File: config.mk
export PLATFORM = sky130hd
export DESIGN_NAME = twos_bcd_decoder_flat
export DESIGN_NICKNAME = d
export VERILOG_FILES = /design/src/rtl/twos_bcd_decoder_pkg.sv /design/src/rtl/twos_bcd_decoder_if.sv /design/src/rtl/twos_bcd_decoder_bcd_add3.sv /design/src/rtl/twos_bcd_decoder.sv /design/src/flat_wrapper.sv
export SDC_FILE = /design/constraint.sdc
export NUM_CORES = 1
export LEC_CHECK = 0
export CAP_MARGIN = 10
export CELL_PAD_IN_SITES_DETAIL_PLACEMENT = 0
export CELL_PAD_IN_SITES_GLOBAL_PLACEMENT = 1
export CORE_MARGIN = 3
export CORE_UTILIZATION = 43
export CTS_BUF_LIST = sky130_fd_sc_hd__clkbuf_8
export DETAILED_ROUTE_END_ITERATION = 16
export PLACE_DENSITY_LB_ADDON = 0.1
export SYNTH_ARGS = -nofsm -noshare
export SYNTH_HDL_FRONTEND = slang
export SYNTH_SLANG_ARGS = --single-unit
File: constraint.sdc
create_clock -name clk -period 2.3 [get_ports clk]
set_clock_uncertainty 0.1 [all_clocks]
set_input_delay 0.345 -clock clk [delete_from_list [all_inputs] [get_ports clk]]
set_output_delay 0.345 -clock clk [all_outputs]
set_load 0.01 [all_outputs]
File: src/rtl/twos_bcd_decoder_pkg.sv
// rtl/twos_bcd_decoder_pkg.sv - shared types and constants for the two's-complement to BCD decoder
package twos_bcd_decoder_pkg;
  localparam int W_DEF    = 16;
  localparam int NDIG_DEF = 5;
  localparam int DIG_W    = 4;

  typedef enum logic [1:0] {
    IDLE,
    SHIFT,
    DONE
  } state_t;
endpackage

File: src/rtl/twos_bcd_decoder_if.sv
// rtl/twos_bcd_decoder_if.sv - start/busy/done conversion handshake bundle
interface twos_bcd_decoder_if
  import twos_bcd_decoder_pkg::*;
#(
  parameter int W    = W_DEF,
  parameter int NDIG = NDIG_DEF
);
  logic                    start;
  logic [W-1:0]            din;
  logic                    busy;
  logic                    done;
  logic                    neg;
  logic [DIG_W*NDIG-1:0]   bcd;

  modport master (output start, output din, input busy, input done, input neg, input bcd);
  modport slave  (input start, input din, output busy, output done, output neg, output bcd);
endinterface

File: src/rtl/twos_bcd_decoder_bcd_add3.sv
// rtl/twos_bcd_decoder_bcd_add3.sv - double-dabble digit correction cell (add 3 when digit >= 5)
module bcd_add3
  import twos_bcd_decoder_pkg::*;
(
  input  logic [DIG_W-1:0] digit,
  output logic [DIG_W-1:0] adj
);
  assign adj = (digit >= 4'd5) ? (digit + 4'd3) : digit;
endmodule

File: src/rtl/twos_bcd_decoder.sv
// rtl/twos_bcd_decoder.sv - sequential sign + BCD magnitude decoder for two's-complement results
module twos_bcd_decoder
  import twos_bcd_decoder_pkg::*;
#(
  parameter int W    = W_DEF,
  parameter int NDIG = NDIG_DEF
) (
  input  logic               clk,
  input  logic               rst_n,
  twos_bcd_decoder_if.slave  bus
);
  localparam int CNT_W = $clog2(W + 1);
  localparam int BCD_W = DIG_W * NDIG;

  state_t             state, state_n;
  logic [CNT_W-1:0]   cnt, cnt_n;
  logic [W-1:0]       mag, mag_n;
  logic [BCD_W-1:0]   dig, dig_n, dig_adj;
  logic [BCD_W-1:0]   bcd_q, bcd_n;
  logic               neg_q, neg_n;
  logic               busy_q, busy_n;
  logic               done_q, done_n;

  genvar i;
  generate
    for (i = 0; i < NDIG; i++) begin : g_add3
      bcd_add3 u_add3 (
        .digit (dig[i*DIG_W +: DIG_W]),
        .adj   (dig_adj[i*DIG_W +: DIG_W])
      );
    end
  endgenerate

  always_comb begin
    state_n = state;
    cnt_n   = cnt;
    mag_n   = mag;
    dig_n   = dig;
    bcd_n   = bcd_q;
    neg_n   = neg_q;
    busy_n  = busy_q;
    done_n  = 1'b0;
    case (state)
      IDLE: begin
        busy_n = 1'b0;
        if (bus.start) begin
          // W-bit negation is exact even for the most-negative value
          neg_n   = bus.din[W-1];
          mag_n   = bus.din[W-1] ? (~bus.din + {{(W-1){1'b0}}, 1'b1}) : bus.din;
          dig_n   = '0;
          cnt_n   = CNT_W'(W);
          state_n = SHIFT;
          busy_n  = 1'b1;
        end
      end
      SHIFT: begin
        {dig_n, mag_n} = {dig_adj, mag} << 1;
        cnt_n = cnt - CNT_W'(1);
        if (cnt == CNT_W'(1)) state_n = DONE;
      end
      DONE: begin
        bcd_n   = dig;
        done_n  = 1'b1;
        state_n = IDLE;
      end
      default: state_n = IDLE;
    endcase
  end

  always_ff @(posedge clk) begin
    if (!rst_n) begin
      state  <= IDLE;
      cnt    <= '0;
      mag    <= '0;
      dig    <= '0;
      bcd_q  <= '0;
      neg_q  <= 1'b0;
      busy_q <= 1'b0;
      done_q <= 1'b0;
    end else begin
      state  <= state_n;
      cnt    <= cnt_n;
      mag    <= mag_n;
      dig    <= dig_n;
      bcd_q  <= bcd_n;
      neg_q  <= neg_n;
      busy_q <= busy_n;
      done_q <= done_n;
    end
  end

  assign bus.busy = busy_q;
  assign bus.done = done_q;
  assign bus.neg  = neg_q;
  assign bus.bcd  = bcd_q;
endmodule

File: src/flat_wrapper.sv
// flat-port wrapper written by rule: the top's interface ports become plain ports
module twos_bcd_decoder_flat import twos_bcd_decoder_pkg::*;
#(
  parameter int W    = W_DEF,
  parameter int NDIG = NDIG_DEF
)
  (clk, rst_n, bus_start, bus_din, bus_busy, bus_done, bus_neg, bus_bcd);
  twos_bcd_decoder_if #(.W(W), .NDIG(NDIG)) bus_i ();
  input  logic clk;
  input  logic rst_n;
  input wire logic [$bits(bus_i.start)-1:0] bus_start;
  input wire logic [$bits(bus_i.din)-1:0] bus_din;
  output wire logic [$bits(bus_i.busy)-1:0] bus_busy;
  output wire logic [$bits(bus_i.done)-1:0] bus_done;
  output wire logic [$bits(bus_i.neg)-1:0] bus_neg;
  output wire logic [$bits(bus_i.bcd)-1:0] bus_bcd;
  assign bus_i.start = bus_start;
  assign bus_i.din = bus_din;
  assign bus_busy = bus_i.busy;
  assign bus_done = bus_i.done;
  assign bus_neg = bus_i.neg;
  assign bus_bcd = bus_i.bcd;
  twos_bcd_decoder #(.W(W), .NDIG(NDIG)) u_core (.clk(clk), .rst_n(rst_n), .bus(bus_i));
endmodule
==> metrics.csv, run 1 <==
metric;value;unit
DP Wirelength;4910;um
Worst-Skew Late Latency;0.34;ns
Worst path depth;5;
Avg Inst Size Synth;8.65;um^2
CP endpoint;u_core.mag[10]$_SDFFE_PN0P_;
RSZ-0062 raised after global routing;no;
#FFs+latches synth;66;
critical path required time;2.42;ns
# fillers;690;
Worst R2R Setup Slack;0.45;ns
initial core utilization;45.9;%
first-pass GRT wire length;11800;um
Max VDD drop;0.000298;V
Crit Path Class;input port to flip-flop;
R2R depth;4;
relative slew slack;65.4;%
mapped cell area;3240;um^2
Setup TNS;0;ns
max_cap viols;0;
Synth top cells by count;66 x dfxtp_1, 63 x nand2_1, 38 x a21oi_1;
die width;92.7;um
Antenna Nets Post-Route;0;
vias in the first global route;2580;
ratio of cells with drive above 1 in the final layout;12.2;%
Crit. End Element;flip-flop;
CP max stage cell;or3_2;
Synth top area share;40.8;%
CP max stage delay;0.60;ns
routed vias/inst;5.26;
post-cts resize count;0;
endpoints failing hold;0;
Worst Path Max Fanout;5;
DR pass1 iterations;4;
status;finished clean;
n_diodes;0;
Post-synth EDFFs;0;
cts-stage hold buffer count;0;
Ys Warns;0;
most common cell in the netlist;dfxtp_1;
R2R Path End;u_core.state[1]$_SDFFE_PN0P_;
pin count of the biggest net entering global routing;37;
die area;8600;um^2
crit path cell chain;clkdlybuf4s50_1, or3_2, o41ai_2, xor2_1, o22ai_1;
clock-pin transition on the worst setup and hold timing paths;0.07;ns
CTS tree;done;
Arr. time, crit path;2.00;ns
root buffer cell;clkbuf_8;
Critical Path Start;bus_din[8];
Final setup violation count;0;
Worst R2R Start;u_core.state[0]$_SDFFE_PN0P_;
clk buf depth;2;
share of flip-flops with an asynchronous set or reset;0;%
hold crit path type;flip-flop to flip-flop;
IO Count;42;
Post-Synthesis Cells;374;
GP Congestion;0.790;
worst slew pin tran;0.518;ns
dominant cell type by area after synthesis;dfxtp_1;
post-synth net total;406;
Avg WL per Cell;13.2;um
Seq/Total Area, Yosys;40.8;%
min cycle time layout;1.88;ns
cts bufs inserted;9;
final wirelength;6860;um
startpoint types;input port;
final net count;452;
Final Cycle Share;81.7;%
via count;2738;
largest cells by area after synthesis;dfxtp_1 41%, nand2_1 7.3%, a21oi_1 5.9%;
Worst path top cell family by delay;simple AND/OR/NAND/NOR gates;
GRT Util Overall;16.9;%
Distinct cells, synth;54;
Util after Layout;56.4;%
fmax;532;MHz
H-Tree Depth;3;
Area Overhead vs Synth;22.9;%
WP buf/inv;1;
Buffers on Ports;41;
Top FF cell, synth;dfxtp_1;
1st-iter DRT viols;87;
Site Rows;30;
Post-route DRC;0;
Std-Cell Core Area;7060;um^2
clk sinks;66;
grt ovf;0;
antenna violations before repair;0;
cell leakage power;1.37;nW
Slew Limit Fails;0;
Post-CTS Setup Bufs;0;
PwrDens;645;nW/um^2
worst hold start;u_core.bus.bcd[9]$_SDFFE_PN0P_;
die height;92.7;um
==> registers in the layout, summed over array words and instances, names as in the netlist <==
signal and count:
u_core.bus.neg 1, u_core.cnt 5, u_core.bus.bcd 20, u_core.dig 20, u_core.bus.done 1, u_core.bus.busy 1, u_core.mag 16, u_core.state 2
==> power breakdown <==
part | total [W] | leakage [nW] | internal [W] | switching, W
Combinational | 0.000291 | 0.718 | 0.000130 | 0.000161
Clock | 0.00107 | 0.113 | 0.000632 | 0.000433
Sequential | 0.00121 | 0.535 | 0.00118 | 0.0000286
Total | 0.00257 | 1.37 | 0.00194 | 0.000623
==> worst register-to-register path, cell delays in order, from the launching register on <==
cell     delay (ns)
dfxtp_1        0.53
nor2b_1        0.22
buf_4          0.26
nand2_1        0.37
nor4_1         0.28
==> cells by family after synthesis <==
family	Yosys count	synth area share, %
AND/OR/NAND/NOR	123	18.4
AO/OA/AOI/OAI	104	21.5
flip-flops	66	40.8
buffers and inverters	41	6.38
XOR/XNOR	21	5.68
adder cells (fa/ha/maj)	13	5.03
multiplexers	6	2.09
==> through the flow <==
step                power [W]  setup slack [ns]  std cells  instance area (um^2)  hold slack, ns
floorplan             0.00142             0.583        374                  3240           0.332
global placement      0.00153            0.0860        505                  3760           0.340
detailed placement    0.00153            0.0622        505                  3760           0.346
CTS                   0.00260             0.420        521                  3980           0.355
global route          0.00269             0.294        521                  3980           0.371
finish                0.00257             0.421        521                  3980           0.353
==> worst min-delay path by stage <==
stage / endpoint / slack (ns) / cells past startpoint
final: u_core.bus.bcd[9]$_SDFFE_PN0P_ / 0.35 / 2
after global routing: u_core.bus.bcd[0]$_SDFFE_PN0P_ / 0.37 / 2
after CTS: u_core.bus.bcd[9]$_SDFFE_PN0P_ / 0.35 / 2
after detailed placement: u_core.bus.bcd[9]$_SDFFE_PN0P_ / 0.35 / 2
after global placement: u_core.dig[0]$_SDFFE_PN0P_ / 0.34 / 2
after floorplan: u_core.dig[0]$_SDFFE_PN0P_ / 0.33 / 2
==> layout make-up <==
class / instances / area, um^2 / area share, %
Sequential cell: 66 / 1320 / 33.2
Inverter: 17 / 63.8 / 1.60
Multi-Input combinational cell: 267 / 1710 / 42.9
Tap cell: 96 / 120 / 3.02
Timing Repair Buffer: 59 / 546 / 13.7
Clock buffer: 10 / 138 / 3.46
Clock inverter: 6 / 81.3 / 2.04
==> metal layers <==
layer  up-vias  track usage, %  share of wire (%)
met5         -               0                  0
met4         0            7.57                1.5
met3        10            3.57                3.9
met2        62            29.1                 49
met1      1258            20.3                 45
li1       1408               -                  -
==> layout by cell type (no fill, tap or decap), types with 3 or more instances in the layout <==
cell type / n
nand2b_1: 8
clkdlybuf4s50_1: 41
o21ai_0: 9
clkbuf_8: 10
nor3_1: 5
xor2_1: 14
a21oi_1: 38
a31oi_1: 3
o41ai_2: 6
dfxtp_1: 66
xnor2_1: 7
a22oi_1: 10
inv_1: 17
a222oi_1: 3
nor2_1: 11
o21ai_1: 14
nand2_1: 63
nor4_1: 3
o22ai_1: 10
ha_1: 13
nand3_1: 10
mux2_2: 5
buf_4: 18
or3_1: 5
Note: power is estimated with default switching activity, not from simulation.
==> inputs of run 2 (changes only) <==
--- a/config.mk
+++ b/config.mk
@@ -9,7 +9,7 @@
 export CELL_PAD_IN_SITES_DETAIL_PLACEMENT = 0
 export CELL_PAD_IN_SITES_GLOBAL_PLACEMENT = 1
 export CORE_MARGIN = 3
-export CORE_UTILIZATION = 43
+export CORE_UTILIZATION = 39
 export CTS_BUF_LIST = sky130_fd_sc_hd__clkbuf_8
 export DETAILED_ROUTE_END_ITERATION = 16
 export PLACE_DENSITY_LB_ADDON = 0.1
==> constraint.sdc (replaced) <==
create_clock -name clk -period 1.7 [get_ports clk]
set_clock_uncertainty 0.1 [all_clocks]
set_input_delay 0.255 -clock clk [delete_from_list [all_inputs] [get_ports clk]]
set_output_delay 0.255 -clock clk [all_outputs]
set_load 0.01 [all_outputs]
==> metrics.csv, run 2 (same netlist as run 1, synthesis figures left out) <==
metric;value;unit
top layer in use;met4;
Final setup violation count;1;
met3 wire length;240;um
antenna violations before repair;0;
crit path cell chain;dlygate4sd2_1, or4_4, o41ai_4, xor2_1, o22ai_1;
Worst R2R Setup Slack;0.12;ns
fmax;585;MHz
PwrDens;789;nW/um^2
Std-Cell Core Area;7890;um^2
DP Wirelength;5320;um
ratio of cells with drive above 1 in the final layout;22.1;%
die area;9430;um^2
clock-pin transition on the worst setup and hold timing paths;0.07;ns
CTS tree;done;
pin count of the biggest net entering global routing;23;
worst slack, placed;-0.434;ns
Slew Limit Fails;0;
violated checks;setup timing;
final net count;486;
Area Overhead vs Synth;34.5;%
IO Count;42;
Crit Path Class;input port to flip-flop;
worst hold start;bus_din[0];
Antenna Nets Post-Route;0;
clk sinks;66;
H-Tree Depth;3;
critical path required time;1.81;ns
Post-route DRC;0;
routed vias/inst;5.14;
cts bufs inserted;9;
root buffer cell;clkbuf_8;
Worst R2R Start;u_core.dig[13]$_SDFFE_PN0P_;
first-pass GRT wire length;12900;um
Worst path top cell family by delay;simple AND/OR/NAND/NOR gates;
Worst-Skew Late Latency;0.33;ns
Setup WS post-layout;-0.00892;ns
CP max stage cell;or4_4;
grt ovf;0;
1st-iter DRT viols;99;
Crit. End Element;flip-flop;
initial core utilization;41.0;%
endpoints failing hold;0;
Final Non-Filler Cells;559;
n_diodes;0;
post-layout power;0.00344;W
Avg WL per Cell;13.7;um
Max VDD drop;0.000307;V
sequential cell area;1330;um^2
die width;97.1;um
clk buf depth;2;
Site Rows;32;
startpoint types;input port;
vias in the first global route;2770;
Critical Path Start;bus_din[3];
DR pass1 iterations;4;
worst slew pin tran;0.474;ns
Buffers on Ports;41;
WP buf/inv;1;
Final Cycle Share;101;%
via count;2876;
cts-stage hold buffer count;0;
min cycle time layout;1.71;ns
cell leakage power;1.65;nW
relative slew slack;68.3;%
final wirelength;7670;um
CP max stage delay;0.61;ns
# fillers;738;
GP Congestion;0.815;
GRT Util Overall;16.4;%
# placed instances;536;
Util after Layout;55.2;%
die height;97.1;um
hold crit path type;input port to flip-flop;
Arr. time, crit path;1.82;ns
footprint of the multi-input gates;1830;um^2
max_cap viols;0;
WL met2;3680;um
Worst Path Max Fanout;5;
M1 WL;3670;um
status;finished with violations;
most frequent cells in the layout;63 x nand2_1, 63 x dfxtp_1, 48 x buf_4;
==> run 2: cell types whose count changed in the layout (fill, tap and decap cells not counted), moves of 4 or more <==
cell | previous run | this run
buf_4 | 18 | 48
clkdlybuf4s50_1 | 41 | 30
dlymetal6s2s_1 | 0 | 6
o41ai_2 | 6 | 1
o41ai_4 | 0 | 5
a21oi_1 | 38 | 34
a21oi_2 | 0 | 4
==> run 2: layout make-up <==
class	instances	area share, %
Sequential cell	66	30.4
Tap cell	102	2.93
Inverter	17	1.55
Timing Repair Buffer	92	18.6
Clock inverter	3	0.949
Multi-Input combinational cell	268	42.0
Clock buffer	11	3.48
==> run 2: worst min-delay path, delay by kind of cell <==
kind	cells	cell delay, ns
buf+inv	2	0.29
compound gates	1	0.05
simple gates	1	0.04
==> run 2: layer usage <==
metal  global-route usage [%]  vias up
met2                     27.8       41
met5                        0        -
met1                     20.1     1348
met4                     6.59        0
met3                     3.52        7
li1                         -     1480
==> run 2: where the power goes <==
part / internal [W] / switching, W / leakage [nW]
clock: 0.000737 / 0.000575 / 0.0987
sequential: 0.00160 / 0.0000348 / 0.537
combinational: 0.000234 / 0.000257 / 1.01
==> run 2: worst paths after layout <==
path,cells after the start,end
worst max-delay path,5,u_core.mag[10]$_SDFFE_PN0P_
worst min-delay path,4,u_core.mag[0]$_SDFFE_PN0P_
worst min register to register,2,u_core.bus.bcd[9]$_SDFFE_PN0P_
worst max register to register,6,u_core.dig[14]$_SDFFE_PN0P_
==> run 2: timing repair <==
item                                    in CTS  in global routing
endpoints found under the hold margin        0                  0
cloned                                       1                  0
gates resized for setup                     14                 27
endpoints found under the setup margin       8                 16
setup buffers                                3                  5
pin swaps                                    6                 12
==> run 2: through the flow <==
| step | hold slack [ns] | TNS (ns) | area [um^2] |
|---|---|---|---|
| after global placement | 0.342 | -7.09 | 3970 |
| after global routing | 0.254 | -0.0364 | 4350 |
| final | 0.248 | -0.00892 | 4350 |
| after CTS | 0.357 | 0 | 4250 |
| after detailed placement | 0.347 | -7.92 | 3970 |
| after floorplan | 0.291 | 0 | 3240 |
==> inputs of run 3 (changes only) <==
--- a/config.mk
+++ b/config.mk
@@ -8,7 +8,7 @@
 export CAP_MARGIN = 10
 export CELL_PAD_IN_SITES_DETAIL_PLACEMENT = 0
 export CELL_PAD_IN_SITES_GLOBAL_PLACEMENT = 1
-export CORE_MARGIN = 3
+export CORE_MARGIN = 2
 export CORE_UTILIZATION = 39
 export CTS_BUF_LIST = sky130_fd_sc_hd__clkbuf_8
 export DETAILED_ROUTE_END_ITERATION = 16
==> metrics.csv, run 3 (same netlist as run 1, synthesis figures left out) <==
metric;value;unit
Worst path top cell family by delay;simple AND/OR/NAND/NOR gates;
Max VDD drop;0.000307;V
pin count of the biggest net entering global routing;31;
vias in the first global route;2638;
1st-iter DRT viols;85;
status;finished clean;
crit path cell chain;clkdlybuf4s15_1, or4_4, buf_6, o41ai_4, xor2_1, o22ai_1;
Setup TNS;0;ns
first-pass GRT wire length;12400;um
Final Cycle Share;97.1;%
Worst Path Max Fanout;4;
via count;2857;
final wirelength;7460;um
Worst-Skew Late Latency;0.34;ns
Avg WL per Cell;13.4;um
ratio of cells with drive above 1 in the final layout;19.0;%
GRT Util Overall;17.7;%
fmax;606;MHz
cts bufs inserted;9;
Final Non-Filler Cells;557;
Std-Cell Core Area;8130;um^2
grt ovf;0;
n_diodes;0;
Final setup violation count;0;
Setup WS post-layout;0.0499;ns
initial core utilization;39.8;%
root buffer cell;clkbuf_8;
min cycle time layout;1.65;ns
hold path cells;4;
Crit Path Class;input port to flip-flop;
endpoints failing hold;0;
PwrDens;792;nW/um^2
DP Wirelength;5240;um
Placed Instance Area;4010;um^2
hold crit path type;input port to flip-flop;
CP max stage cell;or4_4;
CP max stage delay;0.58;ns
die height;95.1;um
Slew Limit Fails;0;
commonest non-fill, non-tap cell in the layout;dfxtp_1;
worst slack, placed;-0.436;ns
CTS tree;done;
die area;9040;um^2
die width;95.1;um
final net count;479;
IO Count;42;
clk buf depth;2;
Crit. End Element;flip-flop;
Util after Layout;53.4;%
Antenna Nets Post-Route;0;
max_cap viols;0;
DR pass1 iterations;4;
Final Cell Area;4340;um^2
Arr. time, crit path;1.76;ns
relative slew slack;69.4;%
worst slew pin tran;0.458;ns
R2R depth;6;
clock-pin transition on the worst setup and hold timing paths;0.06;ns
critical path required time;1.81;ns
Site Rows;33;
WP buf/inv;2;
Buffers on Ports;41;
cell leakage power;1.64;nW
Area Overhead vs Synth;34.1;%
GP Congestion;0.809;
routed vias/inst;5.13;
Worst path depth;6;
most frequent cells in the layout;66 x dfxtp_1, 63 x nand2_1, 37 x buf_4;
H-Tree Depth;3;
antenna violations before repair;0;
Post-route DRC;0;
clk sinks;66;
startpoint types;input port;
# placed instances;537;
==> run 3: power by group <==
part	internal [W]	switching [W]
Sequential	0.00160	0.0000364
Clock	0.000740	0.000574
Combinational	0.000236	0.000252
Total	0.00257	0.000863
==> run 3: metal layers <==
layer | track usage (%) | share of wire [%] | vias to the layer above
li1 | - | - | 1461
met1 | 22.3 | 47 | 1317
met2 | 28.9 | 47 | 60
met3 | 2.77 | 3.2 | 19
met4 | 9.42 | 2.5 | 0
met5 | 0 | 0 | -
==> run 3: worst min-delay path: cells and delay by family <==
kind                      cells  cell delay [ns]
xor gates and xnor gates      1             0.06
AOI/OAI and AO/OA             1             0.09
buffers and inverters         2             0.22
==> run 3: cell type report <==
type	instances	area, um^2
Sequential cell	66	1320
Fill cell	780	3790
Multi-Input combinational cell	267	1790
Clock buffer	11	151
Inverter	17	63.8
Clock inverter	5	46.3
Tap cell	105	131
Timing Repair Buffer	86	836
==> run 3: timing repair <==
action                                  4_1_cts  5_1_grt
pin swaps                                     9       13
endpoints found under the setup margin        7       12
hold buffers                                  0        0
endpoints found under the hold margin         0        0
gates resized for setup                      11       19
buffers inserted                              4        0
==> run 3: path summary, 6_finish.rpt <==
check / startpoint / to / slack (ns)
max: bus_din[4] / u_core.mag[12]$_SDFFE_PN0P_ / 0.05
min: bus_din[11] / u_core.mag[11]$_SDFFE_PN0P_ / 0.24
max reg2reg: u_core.dig[12]$_SDFFE_PN0P_ / u_core.dig[14]$_SDFFE_PN0P_ / 0.10
min reg2reg: u_core.bus.bcd[14]$_SDFFE_PN0P_ / u_core.bus.bcd[14]$_SDFFE_PN0P_ / 0.35
==> run 3: per-stage QoR <==
step,power (W),hold slack [ns]
detailed placement,0.00214,0.346
floorplan,0.00192,0.291
finish,0.00344,0.242
CTS,0.00347,0.356
global placement,0.00213,0.341
global route,0.00360,0.263
